$ cat src/rtl/csa_pkg.sv
// Shared types and helpers for the carry-save accumulator.
package csa_pkg;

  typedef enum logic [1:0] {
    ACCUM   = 2'd0,
    RESOLVE = 2'd1,
    HOLD    = 2'd2
  } state_t;

  // Widest operand/accumulator the helpers handle.
  localparam int MAX_W = 64;

  // Widen an n-bit value to MAX_W bits; callers truncate to their own width.
  function automatic logic [MAX_W-1:0] extend(input logic [MAX_W-1:0] v,
                                              input int n, input bit sgn);
    logic [MAX_W-1:0] r;
    logic             msb;
    r   = '0;
    msb = v[n-1];
    for (int i = 0; i < MAX_W; i++) begin
      if (i < n) r[i] = v[i];
      else       r[i] = sgn & msb;
    end
    return r;
  endfunction

  // Saturation ceiling for a w-bit counter: 2^w - 1.
  function automatic logic [MAX_W-1:0] count_max(input int w);
    return (MAX_W'(1) << w) - MAX_W'(1);
  endfunction

endpackage

$ cat src/rtl/carry_save_adder_l2.sv
// 3:2 carry-save compressor: one full adder per bit, no carry ripple.
module carry_save_adder_l2 #(
  parameter int N = 16
) (
  input  logic [N-1:0] a,
  input  logic [N-1:0] b,
  input  logic [N-1:0] c,
  output logic [N-1:0] sum,
  output logic [N-1:0] carry
);

  for (genvar i = 0; i < N; i++) begin : g_bit
    assign sum[i]   = a[i] ^ b[i] ^ c[i];
    assign carry[i] = (a[i] & b[i]) | (a[i] & c[i]) | (b[i] & c[i]);
  end

endmodule

$ cat src/rtl/carry_save_accumulator.sv
// Streaming accumulator: running total kept as (sum, carry), resolved once
// per packet by a single carry-propagate add.
module carry_save_accumulator
  import csa_pkg::*;
#(
  parameter int N      = 8,
  parameter int ACC_W  = 16,
  parameter int CNT_W  = 8,
  parameter int SIGNED = 0
) (
  input  logic             clk,
  input  logic             rst,
  input  logic             in_valid,
  output logic             in_ready,
  input  logic [N-1:0]     in_data,
  input  logic             in_last,
  output logic             out_valid,
  input  logic             out_ready,
  output logic [ACC_W-1:0] out_sum,
  output logic [CNT_W-1:0] out_count,
  output logic             out_ovf
);

  localparam logic [CNT_W-1:0] CNT_MAX = CNT_W'(count_max(CNT_W));

  state_t           state;
  logic [ACC_W-1:0] s_q;
  logic [ACC_W-1:0] c_q;
  logic [CNT_W-1:0] cnt_q;
  logic             dropped_q;

  logic [ACC_W-1:0] x;
  logic [ACC_W-1:0] csa_sum;
  logic [ACC_W-1:0] csa_carry;
  logic [ACC_W:0]   resolved;

  assign x        = ACC_W'(extend(MAX_W'(in_data), N, SIGNED != 0));
  assign in_ready = (state == ACCUM) && !rst;

  // Carry-propagate add only reads the registered pair, so it stays off
  // the one-FA-deep accumulate loop.
  assign resolved = {1'b0, s_q} + {1'b0, c_q};

  carry_save_adder_l2 #(.N(ACC_W)) u_csa (
    .a     (s_q),
    .b     (c_q),
    .c     (x),
    .sum   (csa_sum),
    .carry (csa_carry)
  );

  // Control FSM plus accumulator and result registers.
  always_ff @(posedge clk) begin
    if (rst) begin
      state     <= ACCUM;
      s_q       <= '0;
      c_q       <= '0;
      cnt_q     <= '0;
      dropped_q <= 1'b0;
      out_sum   <= '0;
      out_count <= '0;
      out_ovf   <= 1'b0;
      out_valid <= 1'b0;
    end else begin
      case (state)
        ACCUM: begin
          if (in_valid) begin
            s_q <= csa_sum;
            // Top carry bit has no home in ACC_W bits: it is a 2^ACC_W wrap.
            c_q <= {csa_carry[ACC_W-2:0], 1'b0};
            if (csa_carry[ACC_W-1]) dropped_q <= 1'b1;
            if (cnt_q != CNT_MAX) cnt_q <= cnt_q + 1'b1;
            if (in_last) state <= RESOLVE;
          end
        end
        RESOLVE: begin
          out_sum   <= resolved[ACC_W-1:0];
          out_ovf   <= (SIGNED != 0) ? 1'b0 : (dropped_q | resolved[ACC_W]);
          out_count <= cnt_q;
          out_valid <= 1'b1;
          state     <= HOLD;
        end
        HOLD: begin
          if (out_ready) begin
            out_valid <= 1'b0;
            s_q       <= '0;
            c_q       <= '0;
            cnt_q     <= '0;
            dropped_q <= 1'b0;
            state     <= ACCUM;
          end
        end
        default: state <= ACCUM;
      endcase
    end
  end

endmodule

$ cat config.mk
export PLATFORM = sky130hd
export DESIGN_NAME = carry_save_accumulator
export DESIGN_NICKNAME = d
export VERILOG_FILES = /design/src/rtl/csa_pkg.sv /design/src/rtl/carry_save_adder_l2.sv /design/src/rtl/carry_save_accumulator.sv
export SDC_FILE = /design/constraint.sdc
export NUM_CORES = 1
export LEC_CHECK = 0
export BUFFER_PORTS_ARGS = -buffer_cell sky130_fd_sc_hd__buf_2
export CELL_PAD_IN_SITES_DETAIL_PLACEMENT = 1
export CELL_PAD_IN_SITES_GLOBAL_PLACEMENT = 1
export CORE_ASPECT_RATIO = 2
export CORE_MARGIN = 2
export CORE_UTILIZATION = 40
export CTS_BUF_LIST = sky130_fd_sc_hd__clkbuf_16
export DETAILED_ROUTE_END_ITERATION = 16
export GPL_ROUTABILITY_DRIVEN = 1
export PLACE_DENSITY_LB_ADDON = 0.1
export REMOVE_ABC_BUFFERS = 1
export SYNTH_ARGS = -nofsm -noshare
export SYNTH_HDL_FRONTEND = slang
export SYNTH_SLANG_ARGS = --single-unit
$ cat constraint.sdc
create_clock -name clk -period 2 [get_ports clk]
set_clock_uncertainty 0.05 [all_clocks]
set_input_delay 0.1 -clock clk [delete_from_list [all_inputs] [get_ports clk]]
set_output_delay 0.1 -clock clk [all_outputs]
set_load 0.01 [all_outputs]
Yosys cells after proc, flatten, opt, wreduce, memory -nomap -nowiden:

Cells that the tools add are included.

* input port bits: 13
* logic and storage cells: 120
* register bits: 69
* output and inout bits: 27

* equality and inequality tests: 8
* muxes and demuxes: 18
* reduce and logical (&&, ||, !) cells: 10
* $add $sub $neg: 2
* bitwise logic cells: 73

Operator list (number)
* 16-bit one-hot mux with 2 select lines: 2
* 16-bit 2-to-1 mux: 3
* 1-bit AND: 32
* 8-bit 2-to-1 mux: 3
* 1-bit bitwise XOR: 24
* 16-bit by 16-bit adder with 17-bit output: 1
* 1-bit OR: 17
* 8-bit one-hot mux with 2 select lines: 1
* 8-bit by 1-bit adder with 8-bit output (second input constant): 1
* 2-bit inequality test (second input constant): 4
* 8-bit inequality test (second input constant): 1
* 4-bit AND reduction: 2
* 2-bit 2-to-1 mux: 3
* 2-bit one-hot mux with 3 select lines: 1
* 3-bit AND reduction: 2
* 1-bit one-hot mux with 2 select lines: 2
* 2-bit nonzero test: 2
* 1-bit 2-to-1 mux: 3
* 2-bit by 1-bit == test with 1-bit output (second input constant): 1
* 2-bit == test (second input constant): 1
* 2-bit logical NOT: 1
* 2-bit by 1-bit inequality test with 1-bit output (second input constant): 1
* 2-bit AND reduction: 1
* 1-bit logical AND: 1
* 1-bit logical NOT: 1

Longest topological paths before layout:

Gate-level depths: netlist (run 1).

* word-level depth: 5
* mapped depth: 7
* gate-level depth less buffers: 6

Modules after synthesis:

A second synthesis (run 1) with hierarchy kept.

* cells, all modules: 376
* area, all modules: 3380.7 µm²

Modules (own cells, without submodules)
* carry_save_accumulator: cells each 360, seq. area each 1361.3 µm², area an instance 3060.4 µm², times used 1
* carry_save_adder_l2: cells each 16, seq. area each 0.0 µm², area an instance 320.3 µm², times used 1

Worst setup path after synthesis (run 1):

No wires, ideal clock.

* path type: register to register
* start: register s_q[2]
* end: register out_sum[13]
* slack: 0.030 ns
* data arrival time: 1.801 ns
* path buffers: 0
* setup time: 0.120 ns
* stages on the path, launching flop included: 7
* required time: 1.830 ns
* period minus slack after synthesis: 1.970 ns
* path through: dfxtp_1 -> ha_1 -> a21oi_1 -> o2111ai_2 -> a2111oi_2 -> nor2_1 -> a211o_1

* word-level cells in the longest chain between the ends: 1

Ends and longest elaborated chain
* from (decl): line carry_save_accumulator.sv:27 `logic [ACC_W-1:0] s_q;`
* from (signal assigned): line carry_save_accumulator.sv:68 `s_q <= csa_sum;`
* 16-bit by 16-bit adder with 17-bit output: line carry_save_accumulator.sv:42 `assign resolved = {1'b0, s_q} + {1'b0, c_q};`
* to (signal assigned): line carry_save_accumulator.sv:77 `out_sum <= resolved[ACC_W-1:0];`
* to (decl): line carry_save_accumulator.sv:19 `output logic [ACC_W-1:0] out_sum,`

No other way between the ends.
A chain may end at the register's enable or synchronous reset.

Worst setup path after layout (run 1):

* start: register c_q[3]
* end: register out_sum[11]

* word-level cells in the longest chain between the ends: 1

Ends and longest elaborated chain
* from (decl): line carry_save_accumulator.sv:28 `logic [ACC_W-1:0] c_q;`
* from (signal assigned): line carry_save_accumulator.sv:70 `c_q <= {csa_carry[ACC_W-2:0], 1'b0};`
* 16-bit by 16-bit adder with 17-bit output: line carry_save_accumulator.sv:42

No other way between the ends.

==> metrics, run 1 <==
clock-pin slew on the worst setup and hold paths 0.06 ns; DIE WIDTH between 60 and 70 um; pin count of the biggest net entering global routing 42; Worst-Margin Slew 0.536 ns; R2R Path Start c_q[3]; Yosys cell types 55; Layout area overhead 27.1%; Max-slew headroom 64.3%; TritonCTS buffer count 9; Pre-antenna DRT Iters 4; Hold WC Path Type input pin to flip-flop; Synth Instances approximately 390; ratio of cells with drive above 1 in the final layout 24.8%; PwrDens 758 mW/mm2; Worst Hold Path Cells 3; Starting Density around 40%; DR DRC count 0; min cycle time layout ~1.9 ns; run status finished, final reports clean; RePlAce Congestion 0.842; final hold violation count 0; Root Buffer clkbuf_16; worst slack at placement -0.120 ns; Final period util 95.6%; nets just under 500; critical path required time ~2.2 ns; total number of vias roughly 3100; dpl cells 534; H-tree depth 3; Lkg Pwr approximately 1.8 nW; vias in the first global route about 3300; Synth Area per Inst about 8.8 um2; crit path launch type flip-flop; CP arrival 2.11 ns; CP top delay family compound AO/OA/AOI/OAI gates; RSZ-0062 raised after global routing no; ANT cells 0; VDD IR max roughly 0.0005 V; DIE HEIGHT around 130 um; Initial DRC Count just under 90; crit-path cells ha_4, nand2_2, o2111ai_4, buf_6, a211oi_4, or3_1, a311oi_1; Core Util, Final a little over half; Post-Layout Cell Count approximately 550; # clock sinks between 60 and 70; I/O Pins 40; total gr overflow 0; GRT Overall Usage about a fifth; Synth Flop Type dfxtp_1; clock tree buffer depth 2; Hold EP state[1]; register area 0.00137 mm2; worst flop-to-flop path endpoint out_sum[11]; later-pin clock latency in the skew report between 0.3 and 0.4 ns; area taken by multi-input logic gates approximately 0.0021 mm2; fill cell count between 900 and 1000; Yosys reg bits 68; Crit. End Element flip-flop; Netlist Area Pre-Place around 0.0034 mm2; Crit Path Max Fanout 4; Final setup viols 0; Worst R2R Setup Slack between 0.08 and 0.09 ns; YS warnings 0; Setup CP Type flip-flop to flip-flop; drt wl/cell ~17 um; post-route ant nets 0; worst stage delay on the critical path between 0.3 and 0.4 ns; HP Start out_ready; core area approximately 0.0083 mm2; DPL Wire Length roughly 6800 um; fin. max-slew vios 0; Buf+Inv Stages, Crit Path 1; Max Freq approximately 520 MHz; Post-synth EDFFs 0; max_cap viols 0; Final WS setup slightly below 0.09 ns; post-synthesis sequential area ratio between 30% and 40%; routed wire length roughly 9600 um; via-per-instance ratio 5.64; first-pass GRT wire length 15900 um; CTS tree yes; DIE AREA between 0.009 and 0.01 mm2; standard-cell rows 47; reg2reg path depth 7; crit path max-delay cell type dfxtp_1; port bufs 39; antenna violations before repair 0; Post-synth ARST share 0%; Pwr Total approximately 0.0033 W
## cells by family after synthesis
group,count (synthesis),synth area share (%)
buffers and inverters,26,3.00
AO/OA/AOI/OAI,114,22.4
XOR/XNOR,12,3.08
adder cells (fa/ha/maj),25,10.7
flip-flops,68,39.8
AND/OR/NAND/NOR,141,20.4
multiplexers,2,0.586
## per-layer routing
metal  GRT usage [%]  part of all wire [%]  up-vias
met1            21.8                    38     1531
met3            3.51                   2.2       18
met2            41.5                    57       46
met4            9.69                   2.5        0
met5               0                     0        -
li1                -                     -     1526
## power breakdown
part | internal, W | total (W) | switching [W] | leakage, nW
combinational | 0.000147 | 0.000333 | 0.000187 | 1.14
clock | 0.000946 | 0.00154 | 0.000592 | 0.138
sequential | 0.00139 | 0.00142 | 0.0000329 | 0.552
total | 0.00248 | 0.00329 | 0.000811 | 1.83
## worst reg2reg max path: stages, from the launching register on
cell and delay (ns):
dfxtp_1 0.36, ha_4 0.31, nand2_2 0.07, o2111ai_4 0.24
buf_6 0.15, a211oi_4 0.06, or3_1 0.35, a311oi_1 0.24
## Yosys cell counts, drive strengths merged (4+ instances only)
master / instances / share of area [%]
nor3: 7 / 1.0
inv: 4 / 0.44
a21o: 10 / 2.2
ha: 18 / 6.6
xnor2: 9 / 2.3
clkbuf: 17 / 1.9
dfxtp: 68 / 40
a21oi: 32 / 4.8
fa: 7 / 4.1
nor4: 4 / 1.2
nand2b: 4 / 0.73
nor2: 50 / 5.5
nand3b: 8 / 1.8
a22oi: 31 / 6.8
nand2: 39 / 4.4
o21ai: 19 / 2.8
nor3b: 6 / 1.3
and2: 4 / 0.73
a211oi: 4 / 1.0
buf: 5 / 0.70
## sequential cells by signal, indices dropped and copies added, names as in the netlist
signal and flops:
c_q 15, state 2, out_valid 1, s_q 16, cnt_q 8, out_ovf 1, dropped_q 1, out_sum 16
out_count 8
## area by class of cell
class,count,area share (%)
clock inverters,6,1.30
flip-flops and latches,68,31.5
clock buffers,9,5.18
inverters,4,0.346
repair buffers,74,10.8
well taps,98,2.82
multi-input cells,294,48.1
## through the flow
stage / TNS (ns) / cell area [um2] / hold WS (ns)
after floorplan: -18.19 / 3330 / 0.119
after global placement: -0.121 / 3880 / 0.275
after detailed placement: -0.373 / 3880 / 0.297
after CTS: 0 / 4270 / 0.0181
after global routing: 0 / 4340 / 0.0310
final: 0 / 4340 / 0.0321
## worst max path at each step
stage	cells after the start	startpoint	slack (ns)	endpoint
finish	7	c_q[3]	0.09	out_sum[11]
global route	8	s_q[4]	0.01	out_sum[15]
CTS	8	c_q[2]	0.004	out_sum[15]
detailed placement	6	s_q[4]	-0.12	out_sum[13]
global placement	6	s_q[2]	-0.08	out_sum[13]
floorplan	3	state[1]	-0.72	dropped_q
## what timing repair did
item,4_1_cts,5_1_grt
setup endpoints to repair,7,8
gates resized for setup,10,16
setup buffers,0,1
endpoints found under the hold margin,2,0
cloned,0,0
hold buffers,3,0
pin swaps,3,2
## placed cells by master (no fill, tap or decap), types with 3 or more instances in the layout
master / n
dfxtp_1: 64
nor2_1: 50
buf_2: 39
nand2_1: 38
a22oi_1: 31
buf_4: 31
a21oi_1: 28
o21ai_0: 15
ha_1: 11
a21o_1: 9
xnor2_1: 9
clkbuf_16: 9
nand3b_1: 8
nor3_1: 7
fa_1: 7
nor3b_1: 5
ha_4: 5
nand2b_1: 4
and2_1: 4
o21ai_1: 4
inv_1: 4
dfxtp_2: 4
nand3_1: 3
o21a_1: 3
a211oi_1: 3
or3_1: 3
xor2_1: 3
nor4_1: 3
clkinv_2: 3
dlygate4sd3_1: 3
Power figures use the tool's default switching activity.
==> run 2, diff against run 1 <==
--- a/config.mk
+++ b/config.mk
@@ -15,6 +15,7 @@
 export DETAILED_ROUTE_END_ITERATION = 16
 export GPL_ROUTABILITY_DRIVEN = 1
 export PLACE_DENSITY_LB_ADDON = 0.1
+export RECOVER_POWER = 100
 export REMOVE_ABC_BUFFERS = 1
 export SYNTH_ARGS = -nofsm -noshare
 export SYNTH_HDL_FRONTEND = slang
==> metrics, run 2 (synthesis results as in run 1) <==
run status finished, final reports clean (unchanged); total gr overflow 0 (unchanged); Pre-antenna DRT Iters 4 (unchanged); Worst-Margin Slew 0.534 ns (was 0.536 ns); Worst Hold Path Cells 3 (unchanged); first-pass GRT wire length 15900 um (unchanged); # clock sinks 68 (unchanged); standard-cell rows 47 (unchanged); antenna violations before repair 0 (unchanged); H-tree depth 3 (unchanged); most frequent cells in the layout dfxtp_1 (64), nor2_1 (50), nand2_1 (38) (was dfxtp_1 (64), nor2_1 (50), buf_2 (39)); total number of vias 3126 (was 3121); Pwr Total 0.00329 W (about the same); max_cap viols 0 (unchanged); RePlAce Congestion 0.842 (unchanged); TritonCTS buffer count 9 (unchanged); HP Start out_ready (unchanged); Final setup viols 0 (unchanged); ratio of cells with drive above 1 in the final layout 19.1% (was 24.8%); VDD IR max 0.000498 V (about the same); clock tree buffer depth 2 (unchanged); Hold EP state[1] (unchanged); most common cell after layout, fill and taps aside dfxtp_1 (unchanged); part of the power in registers 43.3% (was 43.2%); DIE AREA 0.00934 mm2 (unchanged); Max-slew headroom 64.4% (was 64.3%); drt wl/cell 17.4 um (about the same); Worst R2R Setup Slack 0.09 ns (about the same); Lkg Pwr 1.72 nW (was 1.83 nW); final hold violation count 0 (unchanged); sw frac 24.6% (about the same); CTS tree yes (unchanged); reg2reg path depth 7 (unchanged); I/O Pins 40 (unchanged); worst flop-to-flop path endpoint out_sum[11] (unchanged); GRT Overall Usage 21.4% (unchanged); Crit Path Max Fanout 4 (unchanged); Layout area overhead 26.0% (was 27.1%); routed wire length 9620 um (was 9610 um); Core Util, Final 51.9% (was 52.4%); Setup CP Type flip-flop to flip-flop (unchanged); Hold WC Path Type input pin to flip-flop (unchanged); Max Freq 523 MHz (about the same); worst slack at placement -0.120 ns (unchanged); min cycle time layout 1.91 ns (about the same); Starting Density 41.2% (unchanged); clock-pin slew on the worst setup and hold paths 0.06 ns (about the same); DIE WIDTH 69.4 um (unchanged); post-route ant nets 0 (unchanged); Final WS setup 0.0883 ns (was 0.0884 ns); port bufs 39 (unchanged); CP arrival 2.11 ns (about the same); Initial DRC Count 90 (was 88); RSZ-0062 raised after global routing no (unchanged); core area 0.00829 mm2 (unchanged); Crit. End Element flip-flop (unchanged); Root Buffer clkbuf_16 (unchanged); ANT cells 0 (unchanged); Final period util 95.6% (about the same); DR DRC count 0 (unchanged); via-per-instance ratio 5.65 (was 5.64); PwrDens 763 mW/mm2 (was 758 mW/mm2); Largest regs out_sum (16), s_q (16), c_q (15) (unchanged); nets 489 (unchanged); switching pwr 0.000809 W (was 0.000811 W); Clk pwr share 46.7% (about the same); R2R Path Start c_q[3] (unchanged); crit path launch type flip-flop (unchanged); pin count of the biggest net entering global routing 42 (unchanged); critical path required time 2.20 ns (about the same); vias in the first global route 3292 (unchanged); cell internal pwr 0.00248 W (about the same); later-pin clock latency in the skew report 0.33 ns (about the same); DPL Wire Length 6830 um (unchanged); fin. max-slew vios 0 (unchanged); DIE HEIGHT 135 um (unchanged); power share of the combinational group 10.1% (about the same)
==> run 2: changes by cell type in the layout (fill, tap and decap cells not counted) <==
cell,change
buf_4,-2
clkbuf_2,+3
clkbuf_1,+26
buf_2,-27
==> run 2: worst max path at each step <==
stage               slack (ns)      from  depth (start not counted)           to
CTS                      0.004    c_q[2]                          8  out_sum[15]
finish                    0.09    c_q[3]                          7  out_sum[11]
global route             0.005  state[0]                          4   out_sum[8]
global placement         -0.08    s_q[2]                          6  out_sum[13]
detailed placement       -0.12    s_q[4]                          6  out_sum[13]
floorplan                -0.72  state[1]                          3    dropped_q
==> run 2: critical path, stage by stage (launching register included) <==
cell and delay [ns]:
dfxtp_1 0.36, ha_4 0.31, nand2_2 0.07, o2111ai_4 0.24
buf_6 0.15, a211oi_4 0.06, or3_1 0.35, a311oi_1 0.24
==> run 2: timing repair <==
| action | CTS | global route |
|---|---|---|
| hold endpoints to repair | 2 | 0 |
| hold buffers | 3 | 0 |
| setup endpoints to repair | 7 | 8 |
| pin swaps | 3 | 2 |
| resized for setup | 10 | 16 |
| setup buffers | 0 | 1 |
==> run 2: layer usage <==
metal	track usage (%)	wire [um]	vias up
met5	0	0	-
met4	9.69	278	0
met3	3.51	241	20
met2	41.5	5420	48
met1	21.8	3680	1534
li1	-	-	1524
==> run 2: through the flow <==
step	TNS [ns]	hold WS [ns]	std cells	area, um2
after floorplan	-18.19	0.119	366	3330
after global placement	-0.121	0.275	534	3880
after detailed placement	-0.373	0.297	534	3880
after CTS	0	0.0181	552	4270
after global routing	0	0.0310	553	4310
final	0	0.0319	553	4310
==> run 2: power groups by stage <==
stage | clock [W] | sequential (W) | combinational [W]
detailed placement | 0 | 0.00144 | 0.000309
floorplan | 0 | 0.00145 | 0.000152
global placement | 0 | 0.00144 | 0.000303
finish | 0.00153 | 0.00142 | 0.000331
CTS | 0.00157 | 0.00142 | 0.000326
global route | 0.00160 | 0.00143 | 0.000372
==> run 2: final cells by class <==
cell class | instances | area (um2)
Clock buffer | 9 | 225
Tap cell | 98 | 123
Timing Repair Buffer | 74 | 432
Fill cell | 996 | 3990
Sequential cell | 68 | 1370
Multi-Input combinational cell | 294 | 2090
Clock inverter | 6 | 56.3
Inverter | 4 | 15.0
==> run 3, diff against run 2 <==
--- a/config.mk
+++ b/config.mk
@@ -10,7 +10,7 @@
 export CELL_PAD_IN_SITES_GLOBAL_PLACEMENT = 1
 export CORE_ASPECT_RATIO = 2
 export CORE_MARGIN = 2
-export CORE_UTILIZATION = 40
+export CORE_UTILIZATION = 44
 export CTS_BUF_LIST = sky130_fd_sc_hd__clkbuf_16
 export DETAILED_ROUTE_END_ITERATION = 16
 export GPL_ROUTABILITY_DRIVEN = 1
==> constraint.sdc (replaced) <==
create_clock -name clk -period 1.8 [get_ports clk]
set_clock_uncertainty 0.05 [all_clocks]
set_input_delay 0.09 -clock clk [delete_from_list [all_inputs] [get_ports clk]]
set_output_delay 0.09 -clock clk [all_outputs]
set_load 0.01 [all_outputs]
==> metrics, run 3 (synthesis results as in run 1) <==
antenna violations before repair 0 (unchanged); final hold violation count 0 (unchanged); Pre-antenna DRT Iters 4 (unchanged); standard-cell rows 45 (was 47); CP arrival 2.06 ns (was 2.11 ns); Initial DRC Count 147 (was 90); port bufs 39 (unchanged); Final setup viols 8 (was 0); critical path required time 1.97 ns (was 2.20 ns); Hold WC Path Type input pin to flip-flop (unchanged); crit path capture out_sum[13] (was out_sum[11]); DR DRC count 0 (unchanged); max_cap viols 0 (unchanged); DIE AREA 0.00853 mm2 (was 0.00934 mm2); most frequent cells in the layout dfxtp_1 (57), buf_4 (56), nor2_1 (50) (was dfxtp_1 (64), nor2_1 (50), nand2_1 (38)); ANT cells 0 (unchanged); Root Buffer clkbuf_16 (unchanged); Max-slew headroom 73.1% (was 64.4%); Final period util 105% (was 95.6%); power share of the combinational group 12.2% (was 10.1%); nets 519 (was 489); DIE WIDTH 66.3 um (was 69.4 um); DPL Wire Length 7240 um (was 6830 um); vias in the first global route 3703 (was 3292); design area 0.00465 mm2 (was 0.00431 mm2); GRT Overall Usage 28.2% (was 21.4%); Worst-Margin Slew 0.399 ns (was 0.534 ns); post-route ant nets 0 (unchanged); I/O Pins 40 (unchanged); first-pass GRT wire length 18300 um (was 15900 um); core area 0.00754 mm2 (was 0.00829 mm2); Crit. End Element flip-flop (unchanged); RSZ-0062 raised after global routing yes (was no); clock-pin slew on the worst setup and hold paths 0.06 ns (about the same); Core Util, Final 61.6% (was 51.9%); DIE HEIGHT 129 um (was 135 um); crit path launch type flip-flop (unchanged); drt wl/cell 19.4 um (was 17.4 um); run status finished with violations (was finished, final reports clean); Clk pwr share 43.9% (was 46.7%); pin count of the biggest net entering global routing 39 (was 42); later-pin clock latency in the skew report 0.34 ns (was 0.33 ns); R2R Path Start c_q[2] (was c_q[3]); fin. max-slew vios 0 (unchanged); sw frac 26.3% (was 24.6%); ratio of cells with drive above 1 in the final layout 28.6% (was 19.1%); RePlAce Congestion 0.878 (was 0.842); Lkg Pwr 1.86 nW (was 1.72 nW); most common cell after layout, fill and taps aside dfxtp_1 (unchanged); H-tree depth 3 (unchanged); min cycle time layout 1.89 ns (was 1.91 ns); CTS tree yes (unchanged); Crit Path Max Fanout 3 (was 4); Max Freq 530 MHz (was 523 MHz); Worst Hold Path Cells 3 (unchanged); part of the power in registers 43.9% (was 43.3%); Pwr Total 0.00359 W (was 0.00329 W); cell internal pwr 0.00265 W (was 0.00248 W); Post-DP Area 0.00407 mm2 (was 0.00388 mm2); Post-Route Setup TNS -0.294 ns (was 0 ns); Largest regs out_sum (16), s_q (16), c_q (15) (unchanged); Setup CP Type flip-flop to flip-flop (unchanged); total number of vias 3347 (was 3126); TritonCTS buffer count 9 (unchanged); reg2reg path depth 6 (was 7); Final WS setup -0.0864 ns (was 0.0883 ns); VDD IR max 0.000622 V (was 0.000498 V); Starting Density 45.3% (was 41.2%); Layout area overhead 36.1% (was 26.0%); via-per-instance ratio 5.77 (was 5.65); routed wire length 11300 um (was 9620 um); violated checks negative setup slack; worst flop-to-flop path endpoint out_sum[13] (was out_sum[11]); Worst R2R Setup Slack -0.09 ns (was 0.09 ns); worst slack at placement -0.318 ns (was -0.120 ns); critical path startpoint c_q[2] (was c_q[3]); clock tree buffer depth 2 (unchanged); total gr overflow 0 (unchanged); # clock sinks 68 (unchanged); PwrDens 773 mW/mm2 (was 763 mW/mm2); switching pwr 0.000945 W (was 0.000809 W)
run 3: how the worst min path moves through the flow:
stage | slack, ns | startpoint | end
6_report | 0.02 | out_ready | state[1]
5_1_grt | 0.04 | out_ready | state[1]
4_1_cts | 0.005 | out_ready | state[1]
3_5_place_dp | 0.29 | in_last | state[0]
3_3_place_gp | 0.27 | in_last | state[0]
2_1_floorplan | 0.11 | rst | cnt_q[0]
run 3: timing repair:
action                     in CTS  in global routing
resized for setup              42                 21
setup endpoints to repair      10                 17
hold endpoints to repair        2                  0
setup buffers                   5                  4
hold buffers                    3                  0
pin swaps                      20                 16
gates cloned                    0                  0
run 3: area by class of cell:
class / count / area (um2)
Clock buffer: 9 / 225
Timing Repair Buffer: 104 / 668
Sequential cell: 68 / 1380
Clock inverter: 7 / 35.0
Multi-Input combinational cell: 294 / 2210
Fill cell: 915 / 2900
Tap cell: 94 / 118
Inverter: 4 / 15.0
run 3: worst max-delay path: stages (launching register included):
cell,delay [ns]
dfxtp_2,0.33
ha_4,0.26
a21oi_4,0.22
o2111ai_4,0.17
a2111oi_4,0.39
nor2_1,0.08
a211o_1,0.27
run 3: power groups by stage:
stage	clock network, W	logic, W	registers [W]
after global routing	0.00165	0.000481	0.00158
after floorplan	0	0.000169	0.00161
after global placement	0	0.000359	0.00160
final	0.00158	0.000438	0.00158
after CTS	0.00159	0.000422	0.00157
after detailed placement	0	0.000375	0.00160
run 3: per-stage QoR:
stage | cells | hold slack [ns]
global route | 580 | 0.0404
finish | 580 | 0.0168
detailed placement | 553 | 0.291
global placement | 553 | 0.266
CTS | 576 | 0.00481
floorplan | 366 | 0.109
run 3: layer usage:
metal	track usage, %	routed length, um	vias to the layer above
li1	-	-	1578
met5	0	0	-
met1	27.9	4080	1675
met2	55.5	6530	70
met3	3.85	308	24
met4	12.0	362	0
